==> config.mk <==
export PLATFORM = sky130hd
export DESIGN_NAME = sat_hit_collector_flat
export DESIGN_NICKNAME = d
export VERILOG_FILES = /design/src/rtl/sat_hit_collector_if.sv /design/src/rtl/sat_hit_collector.sv /design/src/flat_wrapper.sv
export SDC_FILE = /design/constraint.sdc
export NUM_CORES = 1
export LEC_CHECK = 0
export ABC_AREA = 1
export BUFFER_PORTS_ARGS = -buffer_cell sky130_fd_sc_hd__clkbuf_2
export CAP_MARGIN = 25
export CORE_ASPECT_RATIO = 1.25
export CORE_UTILIZATION = 54
export DETAILED_ROUTE_END_ITERATION = 8
export PLACE_DENSITY = 0.74
export SYNTH_ARGS = -nofsm -noshare
export SYNTH_HDL_FRONTEND = slang
export SYNTH_SLANG_ARGS = --single-unit
==> constraint.sdc <==
create_clock -name clk -period 7.96 [get_ports clk]
set_input_delay 0.796 -clock clk [delete_from_list [all_inputs] [get_ports clk]]
set_output_delay 0.796 -clock clk [all_outputs]
set_load 0.1 [all_outputs]
==> src/rtl/sat_hit_collector_if.sv <==
// Candidate-sample input and hit-FIFO drain signals of sat_hit_collector.
// master: checker side and host; slave: the collector.
interface sat_hit_collector_if #(
    parameter int ID_W = 32
);
    logic            in_valid;
    logic [ID_W-1:0] in_id;
    logic            in_x;
    logic            out_valid;
    logic            out_ready;
    logic [ID_W-1:0] out_id;

    modport master (
        output in_valid, in_id, in_x, out_ready,
        input  out_valid, out_id
    );

    modport slave (
        input  in_valid, in_id, in_x, out_ready,
        output out_valid, out_id
    );
endinterface

==> src/rtl/sat_hit_collector.sv <==
// Samples checker results, counts trials/hits/drops and buffers hit IDs.
// Ports: clk, rst_n, start, stop, bus (samples + FIFO drain), counters, state, full.
module sat_hit_collector #(
    parameter int ID_W  = 32,
    parameter int DEPTH = 8,
    parameter int CNT_W = 32
) (
    input  logic             clk,
    input  logic             rst_n,
    input  logic             start,
    input  logic             stop,
    sat_hit_collector_if.slave bus,
    output logic [CNT_W-1:0] trial_cnt,
    output logic [CNT_W-1:0] hit_cnt,
    output logic [CNT_W-1:0] drop_cnt,
    output logic [1:0]       state,
    output logic             full
);

    localparam int AW = $clog2(DEPTH);
    localparam logic [AW:0] DEPTH_C = (AW+1)'(DEPTH);

    typedef enum logic [1:0] {
        IDLE  = 2'd0,
        RUN   = 2'd1,
        DRAIN = 2'd2,
        DONE  = 2'd3
    } state_e;

    state_e state_q, state_d;

    logic [ID_W-1:0]  mem_q [DEPTH];
    logic [AW-1:0]    wr_q, wr_d;
    logic [AW-1:0]    rd_q, rd_d;
    logic [AW:0]      cnt_q, cnt_d;
    logic             vld_q, vld_d;
    logic             full_q, full_d;
    logic [CNT_W-1:0] trial_q, trial_d;
    logic [CNT_W-1:0] hit_q, hit_d;
    logic [CNT_W-1:0] drop_q, drop_d;

    logic sample, hit, pop, push, drop;

    function automatic logic [CNT_W-1:0] sat_inc(input logic [CNT_W-1:0] v);
        return (&v) ? v : v + 1'b1;
    endfunction

    // start wins over everything: no sample, no pop in that cycle
    always_comb begin
        sample = (state_q == RUN) && bus.in_valid && !start;
        hit    = sample && bus.in_x;
        pop    = vld_q && bus.out_ready && !start;
        // a full FIFO still accepts a hit when its head leaves this cycle
        push   = hit && (!full_q || pop);
        drop   = hit && full_q && !pop;
    end

    always_comb begin
        wr_d = wr_q;
        rd_d = rd_q;
        cnt_d = cnt_q;
        if (start) begin
            wr_d  = '0;
            rd_d  = '0;
            cnt_d = '0;
        end else begin
            if (push) wr_d = wr_q + 1'b1;
            if (pop)  rd_d = rd_q + 1'b1;
            if (push && !pop)
                cnt_d = cnt_q + 1'b1;
            else if (pop && !push)
                cnt_d = cnt_q - 1'b1;
        end
        vld_d  = (cnt_d != '0);
        full_d = (cnt_d == DEPTH_C);
    end

    always_comb begin
        trial_d = trial_q;
        hit_d   = hit_q;
        drop_d  = drop_q;
        if (start) begin
            trial_d = '0;
            hit_d   = '0;
            drop_d  = '0;
        end else begin
            if (sample) trial_d = sat_inc(trial_q);
            if (hit)    hit_d   = sat_inc(hit_q);
            if (drop)   drop_d  = sat_inc(drop_q);
        end
    end

    // DRAIN leaves on the edge that removes the last entry
    always_comb begin
        state_d = state_q;
        if (start) begin
            state_d = RUN;
        end else begin
            unique case (state_q)
                IDLE:  state_d = IDLE;
                RUN:   if (stop) state_d = DRAIN;
                DRAIN: if (cnt_d == '0) state_d = DONE;
                DONE:  state_d = DONE;
                default: state_d = IDLE;
            endcase
        end
    end

    always_ff @(posedge clk or negedge rst_n) begin
        if (!rst_n) begin
            state_q <= IDLE;
            wr_q    <= '0;
            rd_q    <= '0;
            cnt_q   <= '0;
            vld_q   <= 1'b0;
            full_q  <= 1'b0;
            trial_q <= '0;
            hit_q   <= '0;
            drop_q  <= '0;
        end else begin
            state_q <= state_d;
            wr_q    <= wr_d;
            rd_q    <= rd_d;
            cnt_q   <= cnt_d;
            vld_q   <= vld_d;
            full_q  <= full_d;
            trial_q <= trial_d;
            hit_q   <= hit_d;
            drop_q  <= drop_d;
        end
    end

    // storage needs no reset: out_id is gated by the valid flag
    always_ff @(posedge clk) begin
        if (push) mem_q[wr_q] <= bus.in_id;
    end

    assign bus.out_valid = vld_q;
    assign bus.out_id    = vld_q ? mem_q[rd_q] : '0;
    assign full          = full_q;
    assign state         = state_q;
    assign trial_cnt     = trial_q;
    assign hit_cnt       = hit_q;
    assign drop_cnt      = drop_q;

endmodule

==> src/flat_wrapper.sv <==
// flat-port wrapper written by rule: the top's interface ports become plain ports
module sat_hit_collector_flat 
#(
    parameter int ID_W  = 32,
    parameter int DEPTH = 8,
    parameter int CNT_W = 32
)
  (clk, rst_n, start, stop, trial_cnt, hit_cnt, drop_cnt, state, full, bus_in_valid, bus_in_id, bus_in_x, bus_out_ready, bus_out_valid, bus_out_id);
  sat_hit_collector_if #(.ID_W(ID_W)) bus_i ();
  input  logic clk;
  input  logic rst_n;
  input  logic start;
  input  logic stop;
  output logic [CNT_W-1:0] trial_cnt;
  output logic [CNT_W-1:0] hit_cnt;
  output logic [CNT_W-1:0] drop_cnt;
  output logic [1:0] state;
  output logic full;
  input wire logic [$bits(bus_i.in_valid)-1:0] bus_in_valid;
  input wire logic [$bits(bus_i.in_id)-1:0] bus_in_id;
  input wire logic [$bits(bus_i.in_x)-1:0] bus_in_x;
  input wire logic [$bits(bus_i.out_ready)-1:0] bus_out_ready;
  output wire logic [$bits(bus_i.out_valid)-1:0] bus_out_valid;
  output wire logic [$bits(bus_i.out_id)-1:0] bus_out_id;
  assign bus_i.in_valid = bus_in_valid;
  assign bus_i.in_id = bus_in_id;
  assign bus_i.in_x = bus_in_x;
  assign bus_i.out_ready = bus_out_ready;
  assign bus_out_valid = bus_i.out_valid;
  assign bus_out_id = bus_i.out_id;
  sat_hit_collector #(.ID_W(ID_W), .DEPTH(DEPTH), .CNT_W(CNT_W)) u_core (.clk(clk), .rst_n(rst_n), .start(start), .stop(stop), .bus(bus_i), .trial_cnt(trial_cnt), .hit_cnt(hit_cnt), .drop_cnt(drop_cnt), .state(state), .full(full));
endmodule
* After elaboration in Yosys (flattened, before gate mapping)
Memories as Yosys holds them, arrays and structs flattened.
Cells that the tools add are included.
** Storage, ports and cells
- Register bits :: 110
- RAM bits :: 256
- Bits of input ports :: 39
- Output and inout bits :: 132
- Logic and storage cells :: 79
- Memories :: 1
** Memory list
- u_core.mem_q :: depth 8, width 32, rd ports 1, clocked after memory_dff 0, write ports 1, RTL line sat_hit_collector.sv:32 : logic [ID_W-1:0] mem_q [DEPTH];
** Operators by class
- Add/sub/neg operators :: 7
- Equality and inequality tests :: 9
- Mux-type cells :: 23
- Reductions and logical operators :: 30
** Operators with widths (number)
- 32-bit two-way mux :: 10
- 32-bit by 1-bit adder with 32-bit output (second input constant) :: 3
- 32-bit AND reduction :: 3
- 3-bit two-way mux :: 4
- 4-bit two-way mux :: 3
- 1-bit logical AND :: 10
- 2-bit nonzero test :: 5
- 2-bit one-hot mux with 4 select lines :: 1
- 2-bit AND reduction :: 4
- 3-bit by 1-bit adder with 3-bit output (second input constant) :: 2
- 2-bit two-way mux :: 3
- 2-bit != test (second input constant) :: 3
- 4-bit by 1-bit adder with 4-bit output (second input constant) :: 1
- 2-bit == test (second input constant) :: 2
- 4-bit == test (second input constant) :: 1
- 1-bit logical NOT :: 4
- 4-bit logical NOT :: 1
- 4-bit nonzero test :: 1
- 4-bit by 1-bit subtractor with 4-bit output (second input constant) :: 1
- 3-bit by 2-bit != test with 1-bit output (second input constant) :: 1
- 3-bit != test (second input constant) :: 1
- 2-bit by 1-bit == test with 1-bit output (second input constant) :: 1
- 2-bit logical NOT :: 1
- 1-bit two-way mux :: 2
- 1-bit logical OR :: 1

* Longest topological paths before layout
Gate-level depths: netlist (run 1).
- Word-level depth :: 14
- Mapped depth :: 13
- Depth with buffers taken out :: 13

* Worst setup path before layout (run 1)
Ideal clock, no wire load.
- Path kind :: reg2reg
- From :: reg u_core.vld_q, in the netlist u_core.bus.out_valid
- To :: mem u_core.mem_q[4][0], enable pin
- Setup time :: 0.461 ns
- Arrival :: 3.953 ns
- Required time :: 7.499 ns
- Slack :: 3.546 ns
- Stages on the path, launching flop included :: 7
- Buffers on the path :: 0
- Cells stage by stage :: dfrtp_1 -> nand3_2 -> inv_2 -> nor2_1 -> nor2_1 -> nand2_1 -> nor3_1
** On the way
- Longest elaborated chain between the ends :: 6
** RTL lines
- from (decl) :: RTL line sat_hit_collector.sv:36 : logic vld_q, vld_d;
- from (signal assigned) :: RTL line sat_hit_collector.sv:125 : vld_q <= vld_d;
- 1-bit logical AND (2 in a row) :: RTL line sat_hit_collector.sv:52 : pop = vld_q && bus.out_ready && !start;
- 1-bit logical OR :: RTL line sat_hit_collector.sv:54 : push = hit && (!full_q || pop);
- 1-bit logical AND :: RTL line sat_hit_collector.sv:54
- 1-bit two-way mux :: RTL line sat_hit_collector.sv:135 : if (push) mem_q[wr_q] <= bus.in_id;
- 1-bit two-way mux (implied by the code) :: RTL line sat_hit_collector.sv:135
- to (decl) :: RTL line sat_hit_collector.sv:32
No other way between the ends.

* Worst setup path after layout (run 1)
- From :: reg u_core.rd_q[0]
- To :: out bus_out_id[12]
** On the way
- Longest elaborated chain between the ends :: 2
** RTL lines
- from (decl) :: RTL line sat_hit_collector.sv:34 : logic [AW-1:0] rd_q, rd_d;
- from (signal assigned) :: RTL line sat_hit_collector.sv:123 : rd_q <= rd_d;
- memory read 8 x 32 bit
- 32-bit two-way mux :: RTL line sat_hit_collector.sv:139 : assign bus.out_id = vld_q ? mem_q[rd_q] : '0;
- to (decl) :: RTL line flat_wrapper.sv:24 : output wire logic [$bits(bus_i.out_id)-1:0] bus_out_id;
No other way between the ends.

==> results of run 1 <==
power by group:
part | total, mW | internal [mW] | switching [mW]
clock network | 1.80 | 1.08 | 0.725
logic | 0.882 | 0.152 | 0.730
registers | 2.13 | 2.06 | 0.0659
total | 4.81 | 3.29 | 1.52
routing by layer:
layer  vias to the layer above  GRT usage, %
li1                       6493             -
met1                      6420         33.12
met2                       466         44.33
met3                       104         4.412
met4                         4         8.592
met5                         -             0
worst max path at each step:
stage / start / to / slack, ns / depth (start not counted)
floorplan: u_core.bus.out_valid / u_core.mem_q[4][0] / 3.55 / 6
global placement: u_core.rd_q[0] / bus_out_id[4] / 4.05 / 7
detailed placement: u_core.rd_q[0] / bus_out_id[4] / 4.02 / 7
CTS: u_core.rd_q[0] / bus_out_id[12] / 3.39 / 7
global route: u_core.rd_q[0] / bus_out_id[12] / 3.23 / 7
finish: u_core.rd_q[0] / bus_out_id[12] / 3.43 / 7
state kept, by name (all words and copies together) (netlist names):
signal and cells:
u_core.hit_cnt 32, u_core.rd_q 3, u_core.cnt_q 4, u_core.mem_q 256, u_core.wr_q 3, u_core.drop_cnt 32, u_core.trial_cnt 32, u_core.bus.out_valid 1
u_core.state 2, u_core.full 1
final cells by class:
class | count | area share [%]
Multi-Input combinational cell | 1243 | 30.77
Inverter | 104 | 2.009
Clock inverter | 22 | 1.499
Tap cell | 407 | 2.596
Timing Repair Buffer | 185 | 4.924
Clock buffer | 44 | 4.956
Sequential cell | 366 | 53.25
cell families after synthesis:
family / synth area share [%]
compound gates: 11.17
xor+xnor: 1.778
fa+ha+maj: 0.5080
buf+inv: 4.667
flops: 60.56
simple gates: 21.32
through the flow:
stage / cells / power (mW) / util, % / hold WS, ns / worst slack [ns]
after floorplan: 1794 / 2.868 / - / 0.5004 / 3.546
after global placement: 2305 / 3.037 / 58.88 / 0.5437 / 4.046
after detailed placement: 2305 / 3.052 / 58.88 / 0.5573 / 4.023
after CTS: 2371 / 4.856 / 62.94 / 0.3801 / 3.389
after global routing: 2371 / 4.978 / 62.94 / 0.4130 / 3.230
final: 2371 / 4.813 / 62.94 / 0.3658 / 3.426
cells in the final DEF (no fill, tap or decap), types with 16 or more instances in the layout:
| cell | count |
|---|---|
| nand4_1 | 32 |
| nand3_1 | 104 |
| o22ai_1 | 32 |
| nand2_1 | 296 |
| dfrtp_1 | 107 |
| edfxtp_1 | 256 |
| nor2_1 | 318 |
| o21ai_1 | 47 |
| a21oi_1 | 17 |
| nor3_1 | 40 |
| clkbuf_2 | 169 |
| inv_1 | 89 |
| o21ai_0 | 194 |
| xor2_1 | 27 |
| a31oi_1 | 32 |
| clkbuf_16 | 37 |
| buf_4 | 16 |
==> impl_metrics.yaml, run 1 <==
drt:
  dr.pass1.iters: 5
  route.detailed.drc: 0
  routed.top_layer: "met5"
  wl_um: 41800
  drt_iter0_markers: 1122
  drt-met1-wl_um: 17270
  ant_nets: 0
  num_vias: 13490
  wl_met2_um: 20670
  viasPerCell: 5.688
  wl_per_cell_um: 17.63
  wl_met3_um: 2765
logic_synthesis:
  syn_nets: 1840
  synthArstFlopShare_pct: 30.05
  synth_ff_type: "edfxtp_1"
  syn_avg_cell_area_um2: 9.610
  yosys_warnings: 0
  syn_area_um2: 17240
  yosysSeqAreaShare_pct: 60.56
  synth_area_leader_cell: "edfxtp_1"
  synth_top_area_share_pct: 44.59
  synth_edf_count: 256
  synth-seq-cells: 366
  synth_most_common_cell: "nor2_1"
  ys_types: 39
  synth.area.top_cells: "edfxtp_1 45%, dfrtp_1 16%, nor2_1 6.9%"
  syn_inst: 1794
  yosys-top-cells-count: "318 x nor2_1, 296 x nand2_1, 256 x edfxtp_1"
grt:
  grt_pass1_vias: 12960
  grt_max_degree: 103
  overflow: 0
  grt_usage_pct: 25.84
  antenna_found_initial: 3
  grt_pass1_wl_um: 66530
timing:
  tightest_slew_ns: 0.9402
  setup_tns_ns: 0
  fin_crit_sh_pct: 56.96
  slew_headroom_pct: 37.32
  rsz0062_at_grt: "false"
  clock_skew_ns: 0.01694
  finalSetupViolCount: 0
  finalMaxSlewViolations: 0
  fmax_ghz: 0.2206
  period_needed_ns: 4.534
  hold_viol_final: 0
die:
  core_um2: 31170
  start_util_pct: 55.31
  rows: 72
  die_area_um2: 32650
  fp.dieW_um: 161.8
  die_h_um: 201.8
  io_pins: 171
final_layout:
  multi_input_area_um2: 6036
  num_antenna_cells: 0
  ff_latch_area_um2: 10450
  areaGrowthSynthToFinish_pct: 13.79
  layout-drive-gt1-share_pct: 16.09
  design_area_um2: 19620
  fillers: 2573
  final_nets: 1983
critical_path:
  r2r_cells: 7
  required_ns: 7.16
  max_stage_delay_ns: 0.79
  cp-start-kind: "flop"
  arrival_ns: 3.74
  r2r-start: "u_core.bus.out_valid"
  r2r-end: "u_core.mem_q[2][30]"
  crit_path_frequent_cell: "o21ai_0"
  cp_max_fo: 102
  endpoint_kind: "output port"
  ff2ff_setup_slack_ns: 5.07
  crit_buf_inv: 3
  path_class: "flop to output port"
  crit_chain: "clkinv_2 > buf_4 > o21ai_0 > o22ai_1 > o21ai_0 > a31oi_1 > clkbuf_2"
  cp_slowest_cell: "buf_4"
  path_delay_family: "buffers and inverters"
clock_network:
  cts-root-buf: "clkbuf_16"
  htreeDepth: 2
  ctsLongestPathBuffers: 3
  clk_pin_slew_ns: 0.06
  hold_buffers: 0
  cts_setup_buffers: 0
  cts.sink_count: 366
  cts-resized-gates: 0
  clk_latency_ns: 0.54
  numCtsBuffers: 37
  cts_tree: "built"
placement:
  placed_area_um2: 18350
  gp_congestion: 0.9697
  dp_hpwl_um: 25350
  port_buffers: 170
power_and_ir_drop:
  peakVddDrop_mv: 0.2484
  p_leak_nw: 7.361
  power.density_nw_per_um2: 245.3
run:
  maxCapViolations: 0
min_path:
  worstHoldPathType: "input pin to async pin"
run_status:
  status: "finished clean"
No activity file was read; power rests on OpenSTA's default activity.
==> inputs of run 2 (changes only) <==
Clock period 7.96 ns to 4.4 ns, I/O delays scaled along.
==> impl_metrics.yaml, run 2 (synthesis gave the netlist of run 1 again) <==
timing:
  rsz0062_at_grt: "false"
  fmax_ghz: 0.2742
  clock_skew_ns: 0.01187
  tightest_slew_ns: 0.9774
  hold_viol_final: 0
  setup_tns_ns: 0
  period_needed_ns: 3.648
  fin_crit_sh_pct: 82.90
  finalMaxSlewViolations: 0
  slew_headroom_pct: 34.75
  finalSetupViolCount: 0
critical_path:
  cp_max_fo: 57
  arrival_ns: 3.21
  cp-start-kind: "flop"
  required_ns: 3.96
  endpoint_kind: "output port"
  path_class: "flop to output port"
grt:
  grt_usage_pct: 25.98
  grt_max_degree: 66
  grt_pass1_wl_um: 66890
  antenna_found_initial: 3
  overflow: 0
  grt_pass1_vias: 13260
power_and_ir_drop:
  p_sw_mw: 2.733
  power.share.sequential_pct: 44.2
  power.density_nw_per_um2: 437.7
  peakVddDrop_mv: 0.3558
  p_int_mw: 5.854
  p_leak_nw: 7.387
  swShare_pct: 31.83
  clkPwrFrac_pct: 36.4
  power_frac_comb_pct: 19.4
clock_network:
  cts-root-buf: "clkbuf_16"
  ctsLongestPathBuffers: 3
  clk_latency_ns: 0.52
  numCtsBuffers: 37
  cts.sink_count: 366
  cts_setup_buffers: 0
  cts-resized-gates: 0
  htreeDepth: 2
  clk_pin_slew_ns: 0.06
  cts_tree: "built"
final_layout:
  post-route-util_pct: 62.94
  final_nets: 1991
  fillers: 2585
  layout-drive-gt1-share_pct: 16.12
  design_area_um2: 19620
  final_common_cell: "nor2_1"
  largest_register_ffs: 256
  final_cell_mix: "318 x nor2_1, 296 x nand2_1, 256 x edfxtp_1, 194 x o21ai_0, 169 x clkbuf_2"
  largest_register: "u_core.mem_q"
  areaGrowthSynthToFinish_pct: 13.80
placement:
  gp_congestion: 0.9779
  dp_hpwl_um: 26250
  placed_area_um2: 18420
  port_buffers: 170
drt:
  dr.pass1.iters: 7
  wl_um: 41920
  wl_met2_um: 21000
  viasPerCell: 5.715
  route.detailed.drc: 0
  num_vias: 13610
  wl_met3_um: 2705
  wl_per_cell_um: 17.61
  routed.top_layer: "met5"
  drt_iter0_markers: 1111
  ant_nets: 0
  drt-met1-wl_um: 17050
die:
  die_h_um: 201.8
  rows: 72
  die_area_um2: 32650
  core_um2: 31170
  io_pins: 171
  start_util_pct: 55.31
  fp.dieW_um: 161.8
run:
  maxCapViolations: 0
run_status:
  status: "finished clean"
min_path:
  worstHoldPathType: "input pin to flop"
[run 2: cell types whose count changed in the layout (fill, tap and decap cells not counted), sizes merged]
cell / before / now
clkinvlp: 5 / 1
bufinv: 6 / 4
clkbuf: 213 / 219
diode: 0 / 1
buf: 16 / 23
dlygate4sd3: 0 / 1
clkinv: 11 / 10
inv: 104 / 106
[run 2: through the flow]
step	setup slack, ns	total power [mW]	std cells	hold WS, ns
2_1_floorplan	-0.01393	5.188	1794	0.1444
3_3_place_gp	1.356	5.504	2312	0.4875
3_5_place_dp	1.308	5.533	2312	0.4914
4_1_cts	0.7515	8.640	2380	0.1657
5_1_grt	0.5149	8.867	2381	0.1777
6_report	0.7525	8.588	2381	0.1820
[run 2: area by class of cell]
class / instances / area, um^2 / share of cell area (%)
Antenna cell: 1 / 2.502 / 0.01276
Clock buffer: 50 / 994.7 / 5.070
Clock inverter: 17 / 196.4 / 1.001
Inverter: 104 / 394.1 / 2.009
Multi-Input combinational cell: 1243 / 6036 / 30.77
Sequential cell: 366 / 10450 / 53.24
Tap cell: 407 / 509.2 / 2.596
Timing Repair Buffer: 193 / 1041 / 5.306
[run 2: repair_timing]
item	4_1_cts	5_1_grt
endpoints found under the setup margin	0	0
hold buffers	1	0
endpoints found under the hold margin	44	0
[run 2: metal layers]
| metal | track usage (%) | vias up |
|---|---|---|
| met3 | 4.392 | 90 |
| met4 | 9.872 | 4 |
| met1 | 32.14 | 6516 |
| li1 | - | 6522 |
| met5 | 0 | - |
| met2 | 45.32 | 475 |
[run 2: critical path, stage by stage (launching register included)]
cell,delay [ns]
dfrtp_4,0.63
clkinv_2,0.38
buf_4,0.53
o21ai_0,0.14
o22ai_1,0.11
o21ai_0,0.09
a31oi_1,0.29
clkbuf_2,0.51
[run 2: power by group through the flow]
stage                     clock, mW  combinational, mW  sequential [mW]
after floorplan                   0               1.21             3.98
after global placement            0               1.64             3.86
after detailed placement          0               1.67             3.86
after CTS                      3.17               1.67             3.79
after global routing           3.29               1.78             3.80
final                          3.13               1.67             3.79
[run 2: final timing paths]
path	endpoint	slack (ns)	cells past startpoint	start
worst max-delay path	bus_out_id[13]	0.75	7	u_core.rd_q[0]
worst min-delay path	u_core.mem_q[1][25]	0.18	1	bus_in_id[25]
worst max register to register	u_core.drop_cnt[24]	1.84	9	u_core.drop_cnt[0]
worst min register to register	u_core.drop_cnt[30]	0.58	2	u_core.drop_cnt[30]
max in group asynchronous	u_core.rd_q[0]	3.00	3	rst_n
min in group asynchronous	u_core.hit_cnt[19]	0.46	2	rst_n
==> inputs of run 3 (changes only) <==
Settings changed: PLACE_DENSITY 0.74 to 0.77.
Clock period 4.4 ns to 3.2 ns, I/O delays scaled along.
==> impl_metrics.yaml, run 3 (synthesis gave the netlist of run 1 again) <==
drt:
  wl_um: 43270
  ant_nets: 0
  drt_iter0_markers: 1275
  wl_per_cell_um: 18.11
  num_vias: 13680
  dr.pass1.iters: 5
  viasPerCell: 5.725
  route.detailed.drc: 0
critical_path:
  max_stage_delay_ns: 0.60
  cp_slowest_cell: "dfrtp_4"
  required_ns: 2.88
  cp_max_fo: 37
  crit_buf_inv: 3
  path_class: "flop to output port"
  path_delay_family: "buffers and inverters"
  crit_start: "u_core.rd_q[0]"
  endpoint_kind: "output port"
  arrival_ns: 2.68
  crit_path_frequent_cell: "o21ai_0"
  cp-start-kind: "flop"
  r2r-start: "u_core.state[0]"
  crit_chain: "clkinv_2 > buf_4 > o21ai_0 > o22ai_1 > o21ai_0 > a31oi_2 > buf_12"
  ff2ff_setup_slack_ns: 0.71
power_and_ir_drop:
  power.density_nw_per_um2: 600.8
  p_sw_mw: 3.946
  p_leak_nw: 7.597
  peakVddDrop_mv: 0.4230
  clkPwrFrac_pct: 34.5
  p_int_mw: 8.336
  swShare_pct: 32.13
  power.share.sequential_pct: 42.4
  power_frac_comb_pct: 23.1
timing:
  period_needed_ns: 3.001
  rsz0062_at_grt: "false"
  finalSetupViolCount: 0
  fmax_ghz: 0.3332
  finalWorstSetupSlack_ns: 0.1986
  fin_crit_sh_pct: 93.79
  finalMaxSlewViolations: 0
  tightest_slew_ns: 0.9383
  slew_headroom_pct: 37.45
  hold_viol_final: 0
  clock_skew_ns: 0.01976
final_layout:
  areaGrowthSynthToFinish_pct: 18.58
  ff_latch_area_um2: 10450
  largest_register: "u_core.mem_q"
  fillers: 2480
  post-route-util_pct: 65.59
  final_common_cell: "nor2_1"
  final_nets: 1998
  fin_cells: 2389
  largest_register_ffs: 256
  final_cell_mix: "318 x nor2_1, 296 x nand2_1, 256 x edfxtp_1, 194 x o21ai_0, 139 x clkbuf_2"
  layout-drive-gt1-share_pct: 18.03
  multi_input_area_um2: 6274
grt:
  globalRouteMet1Util_pct: 33.92
  met3_usage_pct: 4.268
  use_met2_pct: 45.80
  antenna_found_initial: 2
  grt.busiest_layer: "met2"
  grt_pass1_wl_um: 68790
  grt_usage_pct: 26.71
  overflow: 0
  grt_pass1_vias: 13530
  grt_max_degree: 85
placement:
  dp_hpwl_um: 27990
  place_inst: 2318
  port_buffers: 170
  pre_cts_ws_ns: 0.6255
  gp_congestion: 0.9238
run:
  maxCapViolations: 0
die:
  rows: 72
  start_util_pct: 55.31
  core_um2: 31170
  io_pins: 171
  fp.dieW_um: 161.8
  die_h_um: 201.8
  die_area_um2: 32650
clock_network:
  cts.sink_count: 366
  cts_tree: "built"
  ctsLongestPathBuffers: 3
  cts-root-buf: "clkbuf_16"
  clk_latency_ns: 0.53
  numCtsBuffers: 37
  htreeDepth: 2
  clk_pin_slew_ns: 0.06
min_path:
  worstHoldPathType: "input pin to flop"
  min_from: "stop"
run_status:
  status: "finished clean"
## run 3: cell count changes in the layout (fill, tap and decap cells not counted), sizes merged
cell and change:
clkinv +7, diode +1, clkinvlp +1, clkbuf -36, buf +37, bufinv -2
## run 3: repair_timing
item	in CTS	in global routing
setup buffers	0	1
hold buffers	1	0
hold endpoints to repair	63	0
endpoints found under the setup margin	0	6
resized for setup	0	1
## run 3: per-stage QoR
stage | hold WS, ns | TNS, ns | power, mW | area, um^2
after global placement | 0.4711 | 0 | 8.081 | 19220
after floorplan | 0.02441 | -70.11 | 7.214 | 17470
after CTS | 0.04692 | 0 | 12.35 | 20420
after detailed placement | 0.4818 | 0 | 8.120 | 19220
final | 0.07434 | 0 | 12.28 | 20440
after global routing | 0.06171 | 0 | 12.69 | 20440
## run 3: path summary, 6_finish.rpt
path / endpoint / depth (start not counted)
setup / recovery: bus_out_id[9] / 7
max in group asynchronous: u_core.drop_cnt[0] / 3
hold reg to reg: u_core.trial_cnt[21] / 2
min in group asynchronous: u_core.hit_cnt[27] / 2
hold / removal: u_core.state[1] / 3
setup reg to reg: u_core.mem_q[3][25] / 7
## run 3: final cells by class
| cell class | count | share of cell area (%) |
|---|---|---|
| repair buffers | 200 | 7.956 |
| well taps | 407 | 2.491 |
| inverters | 104 | 1.934 |
| clock inverters | 23 | 0.9486 |
| clock buffers | 44 | 4.866 |
| diodes | 2 | 0.02448 |
| flip-flops and latches | 366 | 51.09 |
| multi-input cells | 1243 | 30.69 |
## run 3: metal layers
metal	wire length, um	vias up	part of all wire, %
li1	-	6535	-
met1	17580	6530	41
met2	21650	514	50
met3	2896	95	6.7
met4	1122	2	2.6
met5	14	-	0.032
## run 3: worst register-to-register path, cell delays in order (launching register included)
cell     delay [ns]
dfrtp_1        0.42
nand2_1        0.09
nor2_1         0.17
nand2_1        0.18
nor2_1         0.26
nand2_1        0.28
nor3_4         0.49
buf_12         0.29
## run 3: power groups by stage
stage          registers [mW]  clock network, mW  logic [mW]
6_report                 5.20               4.24        2.84
5_1_grt                  5.21               4.49        2.99
4_1_cts                  5.21               4.31        2.82
3_5_place_dp             5.31                  0        2.81
3_3_place_gp             5.31                  0        2.77
2_1_floorplan            5.47                  0        1.74
